**src/rtl/fetch_stage.sv**
```systemverilog
// Instruction-fetch stage controller.
// Owns the PC, drives a synchronous IMEM (one-cycle read latency) and produces
// the IF/ID pipeline register. A one-entry hold buffer captures the word
// returning from IMEM when a stall begins. The word is then replayed when the
// stall releases, so no instruction is lost or duplicated. A redirect loads a
// new PC and squashes everything already in flight.
module fetch_stage #(
  parameter logic [31:0] RESET_PC  = 32'h0000_0000,
  parameter logic [31:0] PC_MASK   = 32'h0000_007F,
  parameter logic [31:0] NOP_INSTR = 32'h0000_0013
) (
  input  logic        clk,
  input  logic        reset,
  input  logic        stall_i,
  input  logic        redirect_i,
  input  logic [31:0] redirect_pc_i,
  output logic [31:0] imem_addr_o,
  input  logic [31:0] imem_rdata_i,
  output logic [31:0] if_id_pc_o,
  output logic [31:0] if_id_instr_o,
  output logic        if_id_valid_o
);

  // Architectural state: fetch PC, outstanding IMEM response tag, hold buffer
  // and the IF/ID register itself.
  logic [31:0] pc_r;
  logic [31:0] resp_pc_r;
  logic        resp_valid_r;
  logic [31:0] hold_r;
  logic        hold_valid_r;
  logic [31:0] if_id_pc_r;
  logic [31:0] if_id_instr_r;
  logic        if_id_valid_r;

  // Next-state values computed combinationally, registered in one place.
  logic [31:0] pc_nxt_s;
  logic [31:0] resp_pc_nxt_s;
  logic        resp_valid_nxt_s;
  logic [31:0] hold_nxt_s;
  logic        hold_valid_nxt_s;
  logic [31:0] if_id_pc_nxt_s;
  logic [31:0] if_id_instr_nxt_s;
  logic        if_id_valid_nxt_s;

  // Word to deliver into IF/ID: the held word has priority over live IMEM data.
  logic [31:0] src_data_s;
  // Sequential successor of the current fetch PC.
  logic [31:0] seq_pc_s;

  // Keep every PC inside the IMEM window. The address wraps at the top.
  function automatic logic [31:0] mask_pc(input logic [31:0] addr);
    return addr & PC_MASK;
  endfunction

  assign src_data_s = hold_valid_r ? hold_r : imem_rdata_i;
  assign seq_pc_s   = mask_pc(pc_r + 32'd4);

  // Next-state selection. A redirect beats a stall, and a stall beats normal advance.
  always_comb begin
    pc_nxt_s          = pc_r;
    resp_pc_nxt_s     = resp_pc_r;
    resp_valid_nxt_s  = resp_valid_r;
    hold_nxt_s        = hold_r;
    hold_valid_nxt_s  = hold_valid_r;
    if_id_pc_nxt_s    = if_id_pc_r;
    if_id_instr_nxt_s = if_id_instr_r;
    if_id_valid_nxt_s = if_id_valid_r;

    if (redirect_i) begin
      // Squash the in-flight response and the held word. IF/ID turns into a bubble.
      // The target reaches IF/ID two edges later.
      pc_nxt_s          = mask_pc(redirect_pc_i);
      resp_valid_nxt_s  = 1'b0;
      hold_valid_nxt_s  = 1'b0;
      if_id_valid_nxt_s = 1'b0;
      if_id_instr_nxt_s = NOP_INSTR;
    end else if (stall_i) begin
      // Freeze the pipeline. Capture the returning word only on the first
      // stalled cycle, because later cycles return data for pc_r. That word
      // is fetched again after release.
      if (resp_valid_r && !hold_valid_r) begin
        hold_nxt_s       = imem_rdata_i;
        hold_valid_nxt_s = 1'b1;
      end else begin
        hold_nxt_s       = hold_r;
        hold_valid_nxt_s = hold_valid_r;
      end
    end else begin
      // Advance by one instruction. Move the outstanding response into IF/ID.
      pc_nxt_s          = seq_pc_s;
      resp_pc_nxt_s     = pc_r;
      resp_valid_nxt_s  = 1'b1;
      if_id_pc_nxt_s    = resp_pc_r;
      if_id_valid_nxt_s = resp_valid_r;
      if_id_instr_nxt_s = resp_valid_r ? src_data_s : NOP_INSTR;
      hold_valid_nxt_s  = 1'b0;
    end
  end

  // State register with synchronous, active-high reset overriding all inputs.
  always_ff @(posedge clk) begin
    if (reset) begin
      pc_r          <= RESET_PC;
      resp_pc_r     <= 32'h0000_0000;
      resp_valid_r  <= 1'b0;
      hold_r        <= 32'h0000_0000;
      hold_valid_r  <= 1'b0;
      if_id_pc_r    <= 32'h0000_0000;
      if_id_instr_r <= NOP_INSTR;
      if_id_valid_r <= 1'b0;
    end else begin
      pc_r          <= pc_nxt_s;
      resp_pc_r     <= resp_pc_nxt_s;
      resp_valid_r  <= resp_valid_nxt_s;
      hold_r        <= hold_nxt_s;
      hold_valid_r  <= hold_valid_nxt_s;
      if_id_pc_r    <= if_id_pc_nxt_s;
      if_id_instr_r <= if_id_instr_nxt_s;
      if_id_valid_r <= if_id_valid_nxt_s;
    end
  end

  // All outputs come straight from flops.
  assign imem_addr_o   = pc_r;
  assign if_id_pc_o    = if_id_pc_r;
  assign if_id_instr_o = if_id_instr_r;
  assign if_id_valid_o = if_id_valid_r;

endmodule

```
**config.mk**
```make
export PLATFORM = sky130hd
export DESIGN_NAME = fetch_stage
export DESIGN_NICKNAME = d
export VERILOG_FILES = /design/src/rtl/fetch_stage.sv
export SDC_FILE = /design/constraint.sdc
export NUM_CORES = 1
export LEC_CHECK = 0
export CORE_MARGIN = 2
export CORE_UTILIZATION = 43
export DETAILED_ROUTE_END_ITERATION = 8
export PLACE_DENSITY = 0.89
export SETUP_SLACK_MARGIN = 0.5
export SYNTH_ARGS = -nofsm -noshare
export SYNTH_HDL_FRONTEND = slang
export SYNTH_SLANG_ARGS = --single-unit
export TNS_END_PERCENT = 100
```
**constraint.sdc**
```tcl
create_clock -name clk -period 1.86 [get_ports clk]
set_clock_uncertainty 0.2 [all_clocks]
set_input_delay 0.558 -clock clk [delete_from_list [all_inputs] [get_ports clk]]
set_output_delay 0.558 -clock clk [all_outputs]
set_load 0.1 [all_outputs]
```
==> results of run 1 <==
==> registers in the layout, summed over array words and instances (netlist names) <==
name           cells
hold_valid_r       1
resp_valid_r       1
resp_pc_r          7
imem_addr_o        7
if_id_valid_o      1
hold_r            32
if_id_pc_o         7
if_id_instr_o     32
==> Yosys cell counts <==
cell / count / area (µm²)
xnor2_1: 4 / 35.03
o21a_1: 3 / 22.52
ha_1: 1 / 12.51
o21ai_0: 1 / 5.000
nor2b_1: 1 / 6.260
conb_1: 1 / 3.750
mux2_1: 27 / 304.0
inv_1: 7 / 26.28
nor2_1: 37 / 138.9
buf_1: 3 / 11.26
mux2i_1: 7 / 70.07
clkbuf_1: 7 / 26.28
nand4b_1: 2 / 17.52
or2_1: 2 / 12.51
buf_2: 21 / 105.1
a21oi_1: 51 / 255.2
nor4bb_1: 1 / 10.01
mux2_2: 3 / 33.78
nand2b_1: 1 / 6.260
nand4bb_1: 1 / 11.26
dfxtp_1: 88 / 1762
nand2_1: 95 / 356.6
buf_6: 4 / 45.04
buf_4: 50 / 375.4
a22oi_1: 29 / 217.7
a22o_1: 3 / 26.28
==> power by group through the flow <==
stage	combinational, mW	clock, mW	sequential (mW)
2_1_floorplan	0.707	0	2.06
3_3_place_gp	0.954	0	1.94
3_5_place_dp	0.969	0	1.95
4_1_cts	1.08	1.28	1.89
5_1_grt	1.19	1.37	1.90
6_report	1.15	1.26	1.89
==> cell families after synthesis <==
| group | after synthesis | synth area share (%) |
|---|---|---|
| AND/OR/NAND/NOR | 140 | 14.35 |
| buffers and inverters | 92 | 15.13 |
| flip-flops | 88 | 45.22 |
| AO/OA/AOI/OAI | 87 | 13.52 |
| multiplexers | 37 | 10.47 |
| XOR/XNOR | 4 | 0.8991 |
| adder cells (fa/ha/maj) | 1 | 0.3211 |
| other | 1 | 0.09625 |
==> per-stage QoR <==
step	power, mW	cells
after detailed placement	2.916	631
after global routing	4.455	700
after global placement	2.899	631
after floorplan	2.770	499
after CTS	4.251	686
final	4.307	700
==> routing by layer <==
layer	vias up	track usage [%]	part of all wire (%)
li1	1671	-	-
met1	1710	24.80	40
met2	142	42.31	54
met3	16	3.935	4.9
met4	0	7.060	1.4
met5	-	0	0
==> worst max-delay path by stage <==
stage | end | slack [ns]
final | imem_addr_o[5] | 0.20
after global routing | hold_r[22]$_SDFFE_PP0P_ | 0.15
after CTS | if_id_instr_o[6] | 0.19
after detailed placement | hold_r[4]$_SDFFE_PP0P_ | -0.41
after global placement | hold_r[6]$_SDFFE_PP0P_ | -0.34
after floorplan | imem_addr_o[5]$_SDFFE_PP0N_ | 0.26
==> repair_timing <==
| item | CTS | global route |
|---|---|---|
| pin swaps | 70 | 48 |
| gates resized for setup | 118 | 64 |
| setup buffers | 34 | 11 |
| endpoints found under the setup margin | 135 | 126 |
| cloned | 5 | 3 |
==> final cells by class <==
| cell class | instances | area, µm² | area share [%] |
|---|---|---|---|
| inverters | 7 | 26.28 | 0.3877 |
| clock inverters | 5 | 40.04 | 0.5907 |
| clock buffers | 11 | 151.4 | 2.234 |
| flip-flops and latches | 88 | 1943 | 28.67 |
| well taps | 108 | 135.1 | 1.994 |
| multi-input cells | 319 | 2300 | 33.93 |
| repair buffers | 162 | 2182 | 32.19 |
==> run summary, run 1 <==
Logic pwr share = 26.7%
die height = 99.19 µm
WP buf/inv = 1
first-pass GRT wire length = 17350 µm
Inserted Clock Buffers = 9
sequential element share of the synthesized area = 45.22%
FILL cells = 541
Worst setup startpoint = imem_addr_o[5]$_SDFFE_PP0N_
commonest non-fill, non-tap cell in the layout = nand2_1
Top Family by Delay on Critical Path = flip-flops
Core Rows = 34
post-route cell area = 6778 µm²
vias per cell = 5.056
DR iter-0 viols = 98
CP Launch Type = flop
vias in the first global route = 3533
Mapped Cells = 450
clk sinks = 88
R2R Path End = hold_r[22]$_SDFFE_PP0P_
Worst setup EP type = output port
PD cells = 635.4 nW/µm²
min-delay src = resp_pc_r[6]$_SDFFE_PP0P_
crit-path max FO = 2
core area = 8763 µm²
Die Area = 9839 µm²
CTS tree = yes
Final Cycle Share = 89.35%
register bit total from synthesis = 88
Hold Path Sink = if_id_pc_o[6]$_SDFFE_PP0P_
Ys Warns = 0
Hold Crit Class = flop to flop
final setup fails = 0
Worst EP required = 1.10 ns
CP Cell Sequence = buf_12
final period demand of the worst path = 1.662 ns
CP max stage delay = 0.38 ns
DR vias = 3539
DP HPWL = 6517 µm
TNS Setup = 0 ns
switch share = 35.89%
flop2flop setup slack = 0.21 ns
slowest cell on the critical path = dfxtp_4
CTS H-tree depth = 3
setup ws final = 0.1981 ns
worst path arrival time = 0.90 ns
Antenna Nets Post-Route = 0
Overflow after GRT = 0
Final Routed Wirelength = 11930 µm
FMAX = 601.7 MHz
most frequent cells in the layout = nand2_1 (69), buf_12 (55), conb_1 (50)
clock buffer depth = 2
hold depth = 2
RSZ-0062 raised after global routing = true
Fin. Hold Viols = 0
GRT Overall Usage = 22.19%
Setup CP Type = flop to output port
DIE WIDTH = 99.19 µm
DP Worst Slack = -0.4058 ns
largest net degree at the start of global routing = 33
DRT Pass-1 Iters = 4
GPL Wtd Cong = 0.7381
P_leak = 2.810 nW
IO Pins = 165
layout cells sized above 1 = 51.01%
Area Overhead vs Synth = 73.96%
Internal = 2.761 mW
hold-fix buffers at CTS = 0
Clock transition at path regs = 0.09 ns
Routed wire per std cell = 17.04 µm
final net count = 656
max-cap check violation count = 0
worst vdd ir = 580.2 µV
depth of the most critical reg-to-reg path = 6
clk_lat worst skew = 0.35 ns
Initial Utilization = 44.46%
I/O Buffers = 89
fin util = 77.34%
Synth Cell Area = 3896 µm²
Critical R2R Launch = hold_valid_r$_SDFFE_PP0P_
outcome = complete, no violations
synth unique cells = 26
Seq pwr share = 44.0%
clock network fraction of total power = 29.3%
DRC = 0
Root Driver = clkbuf_8
Net Sw Power = 1.546 mW
initial antenna violation count = 0
Post-DP Area = 5453 µm²
Inserted Diodes = 0
Hold Slack = 0.2546 ns
synthesized area per cell = 8.658 µm²
Slew Limit Fails = 0
Critical Path Stages = 1
(Power assumes the default switching activity.)
==> inputs of run 2 (changes only) <==
--- a/config.mk
+++ b/config.mk
@@ -6,9 +6,9 @@
 export NUM_CORES = 1
 export LEC_CHECK = 0
 export CORE_MARGIN = 2
-export CORE_UTILIZATION = 43
+export CORE_UTILIZATION = 40
 export DETAILED_ROUTE_END_ITERATION = 8
-export PLACE_DENSITY = 0.89
+export PLACE_DENSITY = 0.84
 export SETUP_SLACK_MARGIN = 0.5
 export SYNTH_ARGS = -nofsm -noshare
 export SYNTH_HDL_FRONTEND = slang
==> run 2 against run 1 <==
Against the previous run:
- flip-flop and latch count is the same
- clock power grew 17%
- utilization is 1.9 points lower
- sequential share of layout area shrank 1.8 points
- highest routed layer unchanged
==> run summary, run 2 (synthesis results as in run 1) <==
outcome = complete, no violations
DIE WIDTH = 102.7 µm (+3.5%)
Final Routed Wirelength = 12730 µm (+6.7%)
Internal = 2.995 mW (+8.5%)
GPL Wtd Cong = 0.7625 (+3.3%)
clk sinks = 88 (unchanged)
Antenna Nets Post-Route = 0 (unchanged)
Clock transition at path regs = 0.09 ns (about the same)
WP buf/inv = 1 (unchanged)
Top Family by Delay on Critical Path = flip-flops
Core Rows = 36 (+5.9%)
clk_lat worst skew = 0.35 ns (about the same)
initial antenna violation count = 0 (unchanged)
die height = 102.7 µm (+3.5%)
Initial Utilization = 40.61% (-3.8 points)
DRC = 0 (unchanged)
Slew Limit Fails = 0 (unchanged)
CP Launch Type = flop
fin util = 75.47% (-1.9 points)
clock network fraction of total power = 32.2% (+2.9 points)
clock buffer depth = 2 (unchanged)
I/O Buffers = 89 (unchanged)
hold-fix buffers at CTS = 0 (unchanged)
crit-path max FO = 2 (unchanged)
final total power = 4.560 mW (+5.9%)
hold depth = 2 (unchanged)
Hold Crit Class = flop to flop
Hold Slack = 0.2552 ns (+0.0006040 ns)
depth of the most critical reg-to-reg path = 6 (unchanged)
core area = 9594 µm² (+9.5%)
Seq pwr share = 41.6% (-2.4 points)
Worst setup EP type = output port
DR vias = 3656 (+3.3%)
DP HPWL = 6574 µm (+0.86%)
layout cells sized above 1 = 56.79% (+5.8 points)
Final Cycle Share = 89.74% (+0.39 points)
largest net degree at the start of global routing = 33 (unchanged)
DRT Pass-1 Iters = 5 (+1)
FMAX = 599.1 MHz (-0.44%)
Root Driver = clkbuf_8
most frequent cells in the layout = buf_12 (56), conb_1 (50), dfxtp_4 (49)
final setup fails = 0 (unchanged)
Post-DP Area = 5507 µm² (+0.99%)
PD cells = 629.8 nW/µm² (-0.89%)
CP Cell Sequence = buf_12
switch share = 34.32% (-1.6 points)
CP max stage delay = 0.38 ns (about the same)
commonest non-fill, non-tap cell in the layout = buf_12
CTS H-tree depth = 3 (unchanged)
slowest cell on the critical path = dfxtp_4
Overflow after GRT = 0 (unchanged)
GRT Overall Usage = 23.71% (+1.5 points)
Placed Cells = 656 (+4.0%)
Setup CP Type = flop to output port
Inserted Clock Buffers = 9 (unchanged)
DR iter-0 viols = 84 (-14%)
Net Sw Power = 1.565 mW (+1.3%)
Logic pwr share = 26.2% (-0.5 points)
vias per cell = 4.961 (-1.9%)
final net count = 668 (+1.8%)
final period demand of the worst path = 1.669 ns (+0.007337 ns)
vias in the first global route = 3660 (+3.6%)
max-cap check violation count = 0 (unchanged)
Die Area = 10550 µm² (+7.2%)
P_leak = 2.918 nW (+3.8%)
Routed wire per std cell = 17.27 µm (+1.3%)
Fin. Hold Viols = 0 (unchanged)
worst path arrival time = 0.91 ns (about the same)
RSZ-0062 raised after global routing = true
first-pass GRT wire length = 18940 µm (+9.2%)
post-route cell area = 7241 µm² (+6.8%)
IO Pins = 165 (unchanged)
Critical Path Stages = 1 (unchanged)
Worst EP required = 1.10 ns (about the same)
worst vdd ir = 461.6 µV (-20%)
Area Overhead vs Synth = 85.84%
non-filler instance count after layout = 737 (+5.3%)
Inserted Diodes = 0 (unchanged)
CTS tree = yes
-- run 2: routing by layer --
layer / up-vias / part of all wire [%] / global-route usage (%)
met5: - / 0 / 0
met4: 0 / 2.3 / 7.487
met3: 28 / 5.4 / 5.288
met2: 160 / 54 / 42.63
met1: 1779 / 39 / 28.04
li1: 1689 / - / -
-- run 2: cell type report --
| cell class | instances | area (µm²) |
|---|---|---|
| Timing Repair Buffer | 173 | 2422 |
| Clock buffer | 10 | 127.6 |
| Sequential cell | 88 | 1946 |
| Clock inverter | 6 | 92.59 |
| Inverter | 7 | 26.28 |
| Multi-Input combinational cell | 320 | 2460 |
| Fill cell | 591 | 2354 |
| Tap cell | 133 | 166.4 |
-- run 2: worst paths after layout --
check / start / slack, ns / endpoint
worst max register to register: hold_valid_r$_SDFFE_PP0P_ / 0.28 / if_id_instr_o[23]$_SDFFE_PP0N_
worst min-delay path: resp_pc_r[1]$_SDFFE_PP0P_ / 0.26 / if_id_pc_o[1]$_SDFFE_PP0P_
worst max-delay path: if_id_instr_o[11]$_SDFFE_PP0N_ / 0.19 / if_id_instr_o[11]
worst min register to register: resp_pc_r[1]$_SDFFE_PP0P_ / 0.26 / if_id_pc_o[1]$_SDFFE_PP0P_
-- run 2: repair_timing --
action | in CTS | in global routing
setup buffers | 42 | 10
cloned | 13 | 0
gates resized for setup | 172 | 50
pin swaps | 113 | 49
endpoints found under the setup margin | 135 | 114
-- run 2: stage by stage --
| step | setup slack (ns) | TNS, ns |
|---|---|---|
| final | 0.1908 | 0 |
| after global routing | 0.1584 | 0 |
| after CTS | 0.1728 | 0 |
| after detailed placement | -0.3745 | -20.50 |
| after global placement | -0.2981 | -18.20 |
| after floorplan | 0.2627 | 0 |
-- run 2: power groups by stage --
| stage | sequential [mW] | clock [mW] | combinational (mW) |
|---|---|---|---|
| 2_1_floorplan | 2.06 | 0 | 0.707 |
| 3_3_place_gp | 1.94 | 0 | 0.964 |
| 3_5_place_dp | 1.95 | 0 | 0.976 |
| 4_1_cts | 1.89 | 1.51 | 1.15 |
| 5_1_grt | 1.90 | 1.59 | 1.24 |
| 6_report | 1.90 | 1.47 | 1.20 |
